<file path="config.mk">
export PLATFORM = sky130hd
export DESIGN_NAME = operand_seq_ctrl
export DESIGN_NICKNAME = d
export VERILOG_FILES = /design/src/rtl/operand_seq_ctrl.sv
export SDC_FILE = /design/constraint.sdc
export NUM_CORES = 1
export LEC_CHECK = 0
export BUFFER_PORTS_ARGS = -buffer_cell sky130_fd_sc_hd__buf_4
export CAP_MARGIN = 20
export CELL_PAD_IN_SITES_DETAIL_PLACEMENT = 0
export CELL_PAD_IN_SITES_GLOBAL_PLACEMENT = 1
export CORE_UTILIZATION = 18
export DETAILED_ROUTE_END_ITERATION = 8
export PLACE_DENSITY = 0.95
export SYNTH_ARGS = -nofsm -noshare
export SYNTH_HDL_FRONTEND = slang
export SYNTH_SLANG_ARGS = --single-unit
</file>
<file path="constraint.sdc">
create_clock -name clk -period 2.79 [get_ports clk]
set_input_delay 0.6975 -clock clk [delete_from_list [all_inputs] [get_ports clk]]
set_output_delay 0.6975 -clock clk [all_outputs]
set_load 0.01 [all_outputs]
</file>
<file path="src/rtl/operand_seq_ctrl.sv">
// operand_seq_ctrl: sequences operand loading into two SIPO banks (scalar,
// then point), launches the arithmetic core, waits for completion, and streams
// the result words out.
//
// Handshakes: a word moves on a port only in a cycle where valid and ready are
// both high at the rising clock edge; a producer holding valid keeps its data
// stable until that cycle, and ready may depend combinationally on state only.
module operand_seq_ctrl #(
  parameter int R_DATA_WIDTH = 32,
  parameter int N_REG        = 8,
  parameter int N_REG_BITS   = $clog2(N_REG)
) (
  input  logic                    clk,
  input  logic                    rst,
  // input word stream
  input  logic                    in_valid,
  output logic                    in_ready,
  input  logic [R_DATA_WIDTH-1:0] in_data,
  // operand bank write port
  output logic [1:0]              sipo_load,
  output logic [N_REG_BITS-1:0]   sipo_addr,
  output logic [R_DATA_WIDTH-1:0] sipo_din,
  // core control
  output logic                    core_start,
  input  logic                    core_done,
  // result read port
  output logic [N_REG_BITS-1:0]   res_addr,
  input  logic [R_DATA_WIDTH-1:0] res_word,
  // result word stream
  output logic                    out_valid,
  input  logic                    out_ready,
  output logic [R_DATA_WIDTH-1:0] out_data,
  // status and debug
  output logic                    busy,
  output logic [2:0]              state_dbg
);

  typedef enum logic [2:0] {
    LOAD_K = 3'd0,
    LOAD_U = 3'd1,
    START  = 3'd2,
    WAIT   = 3'd3,
    SEND   = 3'd4
  } state_t;

  localparam logic [N_REG_BITS-1:0] CNT_LAST = N_REG_BITS'(N_REG - 1);

  state_t                state, state_next;
  logic [N_REG_BITS-1:0] cnt, cnt_next;
  logic                  in_hs, out_hs;

  // State and word counter register; reset returns to an idle scalar load.
  always_ff @(posedge clk) begin
    if (rst) begin
      state <= LOAD_K;
      cnt   <= '0;
    end else begin
      state <= state_next;
      cnt   <= cnt_next;
    end
  end

  // Next-state and output decode; every control output is forced low while rst is high.
  always_comb begin
    state_next = state;
    cnt_next   = cnt;
    in_ready   = 1'b0;
    sipo_load  = 2'b00;
    core_start = 1'b0;
    out_valid  = 1'b0;
    busy       = 1'b0;
    in_hs      = 1'b0;
    out_hs     = 1'b0;

    if (!rst) begin
      busy = !((state == LOAD_K) && (cnt == '0));
      unique case (state)
        LOAD_K, LOAD_U: begin
          in_ready = 1'b1;
          in_hs    = in_valid;
          if (in_hs) begin
            sipo_load = (state == LOAD_K) ? 2'b01 : 2'b10;
            if (cnt == CNT_LAST) begin
              cnt_next   = '0;
              state_next = (state == LOAD_K) ? LOAD_U : START;
            end else begin
              cnt_next = cnt + 1'b1;
            end
          end
        end
        START: begin
          core_start = 1'b1;
          state_next = WAIT;
        end
        WAIT: begin
          if (core_done) begin
            cnt_next   = '0;
            state_next = SEND;
          end
        end
        SEND: begin
          out_valid = 1'b1;
          out_hs    = out_ready;
          if (out_hs) begin
            if (cnt == CNT_LAST) begin
              cnt_next   = '0;
              state_next = LOAD_K;
            end else begin
              cnt_next = cnt + 1'b1;
            end
          end
        end
        default: begin
          cnt_next   = '0;
          state_next = LOAD_K;
        end
      endcase
    end
  end

  // Address and data paths are pure wiring; only the strobes qualify them.
  assign sipo_addr = cnt;
  assign sipo_din  = in_data;
  assign res_addr  = cnt;
  assign out_data  = res_word;
  assign state_dbg = state;

endmodule

</file>
==> summary.md, run 1 <==
| Metric | Value |
|---|---|
| Longest Clk Path Bufs | `2` |
| Maxcap violations | `0` |
| RSZ-0062 raised after global routing | `no` |
| Fill count | `554` |
| Row count | `25` |
| Count leader, synth | `buf_4` |
| Period utilization | `0.8005` |
| Clock Sinks | `6` |
| Area Overhead vs Synth | `-27.46%` |
| Synth Area per Inst | `7.812 um^2` |
| WP data required | `2.09 ns` |
| Postcts setup bufs | `0` |
| Die footprint | `5456 um^2` |
| Yosys top cell area share | `0.5410` |
| Placer Congestion | `0.6933` |
| First-pass GRT wire length | `2421 um` |
| Crit path capture type | `output pin` |
| Root buf cell | `clkbuf_8` |
| Ys async rst share | `0` |
| Cell count of the worst reg-to-reg path | `3` |
| R2r setup slk | `1.34 ns` |
| Final Hold Violating Endpoints | `0` |
| PortBufs | `19` |
| Clk_skew | `0.002977 ns` |
| Antenna violations before repair | `0` |
| Drt pass-1 iters | `3` |
| Worst-Margin Slew | `0.4364 ns` |
| TritonCTS buffer count | `3` |
| Hold buffers post-CTS | `0` |
| Max VDD drop | `0.00006704 V` |
| Worst slew margin | `0.7073` |
| Main flop type after synthesis | `dfxtp_1` |
| Mapped cell area | `929.6 um^2` |
| Top post-synthesis cells by area | `buf_4, dfxtp_1, ha_1, nand2_1, mux2i_1` |
| Share of cells above drive strength 1 | `0.3521` |
| Post-synth EDFFs | `0` |
| DR vias | `496` |
| Final min period | `2.233 ns` |
| Grt ovf | `0` |
| All-Layer GR Usage | `0.05936` |
| Yosys top cell by area | `buf_4` |
| Die width | `73.87 um` |
| Antenna-violating nets left | `0` |
| I/O Pins | `148` |
| Nature of the critical path startpoint | `input pin` |
| Yosys warnings | `0` |
| Reg2reg start | `state_dbg[1]$_SDFFE_PP0P_` |
| Status | `completed` |
| Number of remaining DRC errors | `0` |
| Final WL | `1671 um` |
| Critical Path Source | `rst` |
| Mapped Cells | `119` |
| Initial Util | `0.1917` |
| Hold crit path type | `reg -> reg` |
| Fmax | `0.4478 GHz` |
| Vias in the first global route | `474` |
| CTS tree | `built` |
| Worst endpoint data arrival time | `1.54 ns` |
| Most frequent cells after synthesis | `buf_4, nand2_1, nor2_1` |
| Crit path max fanout | `8` |
| Clock Latency Late Sink | `0.22 ns` |
| Sequential Area | `120.1 um^2` |
| Hpwl dp | `1247 um` |
| Net Count, Synth | `191` |
| WL/cell | `12.11 um` |
| Worst Setup EP | `core_start` |
| Total power | `0.0002703 W` |
| Yosys reg bits | `6` |
| Area of the multi-input gates | `279.0 um^2` |
| Max-slew violations | `0` |
| Power Dens Cells | `400.7 nW/um^2` |
| Crit path kind | `in -> out` |
| Setup TNS | `0 ns` |
| Unique masters post-synth | `26` |
| Die span in y | `73.87 um` |
| Antenna Cells | `0` |
| Worst-path clk slew | `0.04 ns` |
| Largest net degree at the start of global routing | `13` |
| Core area | `4848 um^2` |
| Fin nets | `145` |
| Worst R2R End | `res_addr[2]$_SDFFE_PP0P_` |
| Sequential element share of the synthesized area | `0.1292` |
| Vias/cell | `3.594` |
| Final hold slack | `0.6116 ns` |
| Pleak | `0.2813 nW` |
| Setup violators final | `0` |
| Post_cts resized | `0` |
| Initial DRC count | `6` |
| H-tree levels | `1` |
[worst max-delay path, stage by stage]
cell and delay, ns:
buf_4 0.14, or2_2 0.33, nor3b_1 0.22, buf_4 0.15
[where the power goes]
| part | internal (W) | switching [W] | total, W |
|---|---|---|---|
| Sequential | 0.0000892 | 0.00000483 | 0.0000941 |
| Combinational | 0.0000227 | 0.0000202 | 0.0000429 |
| Clock | 0.0000930 | 0.0000403 | 0.000133 |
[placed cells by master, fill, tap and decap left out, types with 2 or more instances in the layout]
cell type	count
ha_1	3
inv_1	2
clkbuf_8	3
nand2_1	9
mux2i_1	3
or2b_1	3
buf_4	19
dfxtp_1	6
nor2_1	8
[cell families after synthesis]
logic type      Yosys count  synth area share
fa+ha+maj                 3           0.04038
compound gates            7           0.06192
mux                       4           0.04441
simple gates             27            0.1534
flops                     6            0.1292
buf+inv                  72            0.5707
[cell type report]
cell class,count,area share
clock buffers,3,0.06122
inverters,2,0.01113
multi-input cells,41,0.4137
flip-flops and latches,6,0.1781
well taps,67,0.1243
repair buffers,19,0.2115
[stage by stage]
step / util / cell area (um^2) / setup slack, ns / instances
after floorplan: - / 929.6 / 0.6538 / 119
after global placement: 0.1306 / 633.1 / 0.5747 / 135
after detailed placement: 0.1306 / 633.1 / 0.5558 / 135
after CTS: 0.1391 / 674.4 / 0.5455 / 138
after global routing: 0.1391 / 674.4 / 0.5184 / 138
final: 0.1391 / 674.4 / 0.5566 / 138
[flip-flops by register name, indices dropped and copies added, names as in the netlist]
signal / count
state_dbg: 3
res_addr: 3
[per-layer routing]
layer  wire (um)  vias to the layer above  track usage
met5           0                        -            0
met2         656                       37      0.08053
met1         612                      216      0.05868
met4         139                        0      0.07479
li1            -                      220            -
met3         262                       23      0.03018
[worst min-delay path by stage]
stage / start / endpoint / depth (start not counted)
2_1_floorplan: state_dbg[2]$_SDFFE_PP0P_ / state_dbg[2]$_SDFFE_PP0P_ / 2
5_1_grt: state_dbg[2]$_SDFFE_PP0P_ / state_dbg[2]$_SDFFE_PP0P_ / 2
3_3_place_gp: state_dbg[2]$_SDFFE_PP0P_ / state_dbg[2]$_SDFFE_PP0P_ / 2
6_report: state_dbg[2]$_SDFFE_PP0P_ / state_dbg[2]$_SDFFE_PP0P_ / 2
3_5_place_dp: state_dbg[2]$_SDFFE_PP0P_ / state_dbg[2]$_SDFFE_PP0P_ / 2
4_1_cts: state_dbg[2]$_SDFFE_PP0P_ / state_dbg[2]$_SDFFE_PP0P_ / 2
Note: power is estimated with default switching activity, not from simulation.
==> inputs of run 2 (changes only) <==
- CORE_UTILIZATION: 18 -> 16
- PLACE_DENSITY: 0.95 -> 0.88
- clock period: 2.79 -> 2.2 ns (I/O delays scaled with it)
==> summary.md, run 2 (synthesis results as in run 1) <==
| Metric | Value |
|---|---|
| Hpwl dp | `1045 um (-16%)` |
| Met1 wire length | `601 um (-1.8%)` |
| WP data required | `1.65 ns (-0.44 ns)` |
| Max VDD drop | `0.0001686 V (+150%)` |
| Crit path max fanout | `8 (unchanged)` |
| Initial Util | `0.1678 (-0.02395)` |
| Worst-Margin Slew | `0.4699 ns (+0.03348 ns)` |
| Die width | `78.23 um (+5.9%)` |
| I/O Pins | `148 (unchanged)` |
| Antenna-violating nets left | `0 (unchanged)` |
| CP Cell Sequence | `buf_4 -> or2_2 -> nor3b_1 -> buf_4` |
| All-Layer GR Usage | `0.04718 (-0.01218)` |
| Most frequent cells in the layout | `buf_4, nand2_1, nor2_1` |
| Fin cells | `144 (+4.3%)` |
| Crit-path max cell delay | `0.33 ns (about the same)` |
| Core area | `5540 um^2 (+14%)` |
| Worst slew margin | `0.6848 (-0.02246)` |
| Clock Sinks | `6 (unchanged)` |
| RSZ-0062 raised after global routing | `no` |
| First-pass GRT wire length | `2145 um (-11%)` |
| Crit path capture type | `output pin` |
| Status | `completed` |
| Longest Clk Path Bufs | `2 (unchanged)` |
| Leading cell type in the layout, fill and taps excluded | `buf_4` |
| Maxcap violations | `0 (unchanged)` |
| Postcts setup bufs | `0 (unchanged)` |
| Antenna violations before repair | `0 (unchanged)` |
| Row count | `27 (+8.0%)` |
| CP most frequent cell | `buf_4` |
| Internal cell power | `0.0002596 W (+27%)` |
| Antenna Cells | `0 (unchanged)` |
| Final min period | `1.961 ns` |
| DR vias | `488 (-1.6%)` |
| Switching Fraction | `0.2428 (+0.001001)` |
| Final WL | `1418 um (-15%)` |
| Drt pass-1 iters | `3 (unchanged)` |
| Share of cells above drive strength 1 | `0.3611 (+0.008998)` |
| Clk_skew | `0.001809 ns (-0.001168 ns)` |
| WL/cell | `9.847 um (-19%)` |
| Final Hold Violating Endpoints | `0 (unchanged)` |
| Setup violators final | `0 (unchanged)` |
| Top Layer Used | `met4` |
| Grt ovf | `0 (unchanged)` |
| Sw Pwr | `0.00008324 W (+27%)` |
| Comb power frac | `0.157 (-0.002)` |
| Final hold slack | `0.5468 ns (-0.06480 ns)` |
| TritonCTS buffer count | `3 (unchanged)` |
| Max-slew violations | `0 (unchanged)` |
| Sequential group share of total power | `0.347 (about the same)` |
| Dpl cells | `141 (+4.4%)` |
| Nature of the critical path startpoint | `input pin` |
| Crit path kind | `in -> out` |
| Area Overhead vs Synth | `-25.98%` |
| Power Dens Cells | `498.3 nW/um^2 (+24%)` |
| Vias/cell | `3.389 (-5.7%)` |
| Crit-path slowest cell | `or2_2` |
| CTS tree | `built` |
| Worst endpoint data arrival time | `1.41 ns (-0.13 ns)` |
| Die span in y | `78.23 um (+5.9%)` |
| Pleak | `0.2867 nW (+1.9%)` |
| Number of remaining DRC errors | `0 (unchanged)` |
| PortBufs | `19 (unchanged)` |
| Placer Congestion | `0.7598 (+9.6%)` |
| Setup TNS | `0 ns (unchanged)` |
| Clock Power Share | `0.496 (+0.003)` |
| Period utilization | `0.8913` |
| Initial DRC count | `17 (+11)` |
| Worst-path clk slew | `0.04 ns (about the same)` |
| Total power | `0.0003429 W (+27%)` |
| Fill count | `649 (+17%)` |
| Metal3 WL | `220 um (-16%)` |
| Clock Latency Late Sink | `0.22 ns (about the same)` |
| Fmax | `0.5100 GHz` |
| Largest net degree at the start of global routing | `13 (unchanged)` |
| WL met2 | `562 um (-14%)` |
| Vias in the first global route | `432 (-8.9%)` |
| Fin nets | `146 (+0.69%)` |
| Post_cts resized | `0 (unchanged)` |
| Hold crit path type | `in -> reg` |
| Die footprint | `6119 um^2 (+12%)` |
| H-tree levels | `1 (unchanged)` |
| Root buf cell | `clkbuf_8` |
| Hold buffers post-CTS | `0 (unchanged)` |
[run 2: cell types whose count changed in the layout (fill, tap and decap cells not counted)]
cell | previous run | this run
buf_4 | 19 | 20
[run 2: area by class of cell]
class	instances	area (um^2)	share of cell area
clock buffer	3	41.29	0.06000
inverter	2	7.507	0.01091
multi-input combinational	41	279.0	0.4055
sequential	6	120.1	0.1745
tap	72	90.09	0.1309
timing repair buffer	20	150.1	0.2182
[run 2: final timing paths]
path | endpoint | depth (start not counted) | slack, ns | start
worst min-delay path | state_dbg[2]$_SDFFE_PP0P_ | 2 | 0.55 | rst
worst max register to register | res_addr[1]$_SDFFE_PP0P_ | 3 | 0.74 | state_dbg[1]$_SDFFE_PP0P_
worst min register to register | state_dbg[2]$_SDFFE_PP0P_ | 2 | 0.60 | state_dbg[2]$_SDFFE_PP0P_
worst max-delay path | core_start | 4 | 0.24 | rst
[run 2: power by group through the flow]
stage	Clock [W]	Combinational, W	Sequential (W)
global placement	0	0.0000536	0.000121
global route	0.000181	0.0000604	0.000120
finish	0.000170	0.0000539	0.000119
CTS	0.000174	0.0000550	0.000120
detailed placement	0	0.0000548	0.000121
floorplan	0	0.000149	0.000121
[run 2: metal layers]
| layer | vias to the layer above | track usage |
|---|---|---|
| met2 | 26 | 0.05702 |
| met3 | 14 | 0.03605 |
| li1 | 222 | - |
| met4 | 0 | 0.03148 |
| met5 | - | 0 |
| met1 | 226 | 0.05552 |
[run 2: critical path, delay by kind of cell]
family / cells / cell delay [ns]
buffers and inverters: 2 / 0.30
and+or+nand+nor: 2 / 0.56
[run 2: metrics by stage]
stage                     area, um^2  utilization  setup WS [ns]
after floorplan                929.6            -         0.3588
after global placement         646.9       0.1168         0.2677
after detailed placement       646.9       0.1168         0.2462
after CTS                      688.2       0.1242         0.2374
after global routing           688.2       0.1242         0.1573
final                          688.2       0.1242         0.2392
==> inputs of run 3 (changes only) <==
- PLACE_DENSITY: 0.88 -> unset
- PLACE_DENSITY_LB_ADDON: unset -> 0.08
==> summary.md, run 3 (synthesis results as in run 1) <==
| Metric | Value |
|---|---|
| First-pass GRT wire length | `2815 um (+31%)` |
| Crit path max fanout | `8 (unchanged)` |
| Nature of the critical path startpoint | `input pin` |
| Crit path capture type | `output pin` |
| Antenna Cells | `0 (unchanged)` |
| Vias/cell | `3.500 (+3.3%)` |
| H-tree levels | `1 (unchanged)` |
| Core area | `5540 um^2 (unchanged)` |
| Clock Sinks | `6 (unchanged)` |
| Maxcap violations | `0 (unchanged)` |
| Final instance area | `703.2 um^2 (+2.2%)` |
| Grt ovf | `0 (unchanged)` |
| Cell Area, Placed | `661.9 um^2 (+2.3%)` |
| Crit path kind | `in -> out` |
| WL/cell | `12.73 um (+29%)` |
| Hold crit path type | `in -> reg` |
| Max VDD drop | `0.00009599 V (-43%)` |
| Pleak | `0.2977 nW (+3.8%)` |
| Most frequent cells in the layout | `buf_4, nand2_1, nor2_1` |
| Worst endpoint data arrival time | `1.39 ns (-0.02 ns)` |
| Placer Congestion | `0.5880 (-23%)` |
| Fill count | `658 (+1.4%)` |
| Fin nets | `148 (+1.4%)` |
| Die width | `78.23 um (unchanged)` |
| R2r setup slk | `0.74 ns (about the same)` |
| Final Core Density | `0.1269 (+0.002710)` |
| Period utilization | `0.8812 (-0.01010)` |
| Hold buffers post-CTS | `0 (unchanged)` |
| Clk_skew | `0.001566 ns (-0.0002431 ns)` |
| Root buf cell | `clkbuf_8` |
| RSZ-0062 raised after global routing | `no` |
| Final hold slack | `0.5667 ns (+0.01985 ns)` |
| Postcts setup bufs | `0 (unchanged)` |
| Area Overhead vs Synth | `-24.36%` |
| Worst R2R End | `state_dbg[0]$_SDFFE_PP0P_` |
| Hold path depth | `2 (unchanged)` |
| All-Layer GR Usage | `0.06303 (+0.01586)` |
| Drt pass-1 iters | `2 (-1)` |
| Worst slew margin | `0.6870 (+0.002153)` |
| Power Dens Cells | `483.6 nW/um^2 (-2.9%)` |
| Reg2reg start | `res_addr[0]$_SDFFE_PP0P_` |
| Longest Clk Path Bufs | `2 (unchanged)` |
| Largest net degree at the start of global routing | `12 (-1)` |
| Setup TNS | `0 ns (unchanged)` |
| HP Start | `rst` |
| Max-slew violations | `0 (unchanged)` |
| Antenna-violating nets left | `0 (unchanged)` |
| Die footprint | `6119 um^2 (unchanged)` |
| PortBufs | `19 (unchanged)` |
| Final min period | `1.939 ns (-0.02221 ns)` |
| Clock Latency Late Sink | `0.22 ns (about the same)` |
| Worst-Margin Slew | `0.4667 ns (-0.003210 ns)` |
| Hold Path End | `state_dbg[2]$_SDFFE_PP0P_` |
| Hpwl dp | `1433 um (+37%)` |
| Final WL | `1858 um (+31%)` |
| Setup violators final | `0 (unchanged)` |
| Status | `completed` |
| CTS tree | `built` |
| Cell count of the worst reg-to-reg path | `4 (+1)` |
| Area of the multi-input gates | `279.0 um^2 (unchanged)` |
| Die span in y | `78.23 um (unchanged)` |
| Antenna violations before repair | `0 (unchanged)` |
| TritonCTS buffer count | `3 (unchanged)` |
| I/O Pins | `148 (unchanged)` |
| DR vias | `511 (+4.7%)` |
| Row count | `27 (unchanged)` |
| Initial Util | `0.1678 (unchanged)` |
| Initial DRC count | `8 (-9)` |
| Number of remaining DRC errors | `0 (unchanged)` |
| WP data required | `1.65 ns (about the same)` |
| Final Hold Violating Endpoints | `0 (unchanged)` |
| Post_cts resized | `0 (unchanged)` |
| Leading cell type in the layout, fill and taps excluded | `buf_4` |
| Share of cells above drive strength 1 | `0.3784 (+0.01727)` |
| Vias in the first global route | `531 (+23%)` |
| Fmax | `0.5159 GHz (+1.1%)` |
| Worst-path clk slew | `0.04 ns (about the same)` |
| Sequential Area | `120.1 um^2 (unchanged)` |
==> run 3: changes by cell type in the layout (fill, tap and decap cells not counted), sizes merged <==
| cell | previous run | this run |
|---|---|---|
| buf | 20 | 22 |
==> run 3: worst max-delay path, cell delays in order <==
cell,delay (ns)
buf_4,0.15
or2_2,0.33
nor3b_1,0.21
buf_4,0.15
==> run 3: how the worst max path moves through the flow <==
stage	from	end	slack, ns	cells past startpoint
after floorplan	rst	core_start	0.36	3
after global placement	rst	core_start	0.26	4
after detailed placement	rst	core_start	0.26	4
after CTS	rst	core_start	0.25	4
after global routing	rst	core_start	0.23	4
final	rst	core_start	0.26	4
==> run 3: stage by stage <==
step | total power, W | std cells | setup slack (ns)
final | 0.0003400 | 146 | 0.2615
after global placement | 0.0001782 | 143 | 0.2568
after global routing | 0.0003646 | 146 | 0.2254
after CTS | 0.0003502 | 146 | 0.2535
after detailed placement | 0.0001774 | 143 | 0.2610
after floorplan | 0.0002697 | 119 | 0.3588
==> run 3: metal layers <==
metal,share of wire,GRT usage,up-vias
met5,0,0,-
met4,0.053,0.05556,0
met3,0.13,0.03953,21
met2,0.41,0.08772,41
met1,0.40,0.06514,224
li1,-,-,225
==> run 3: area by class of cell <==
cell class / instances / share of cell area
clock buffer: 3 / 0.05872
inverter: 2 / 0.01068
multi-input combinational: 41 / 0.3968
sequential: 6 / 0.1708
tap: 72 / 0.1281
timing repair buffer: 22 / 0.2349
==> run 3: power by group <==
| group | switching [W] | internal, W | total (W) |
|---|---|---|---|
| Combinational | 0.0000265 | 0.0000289 | 0.0000553 |
| Clock | 0.0000485 | 0.000118 | 0.000166 |
| Sequential | 0.00000536 | 0.000113 | 0.000119 |
| Total | 0.0000803 | 0.000260 | 0.000340 |
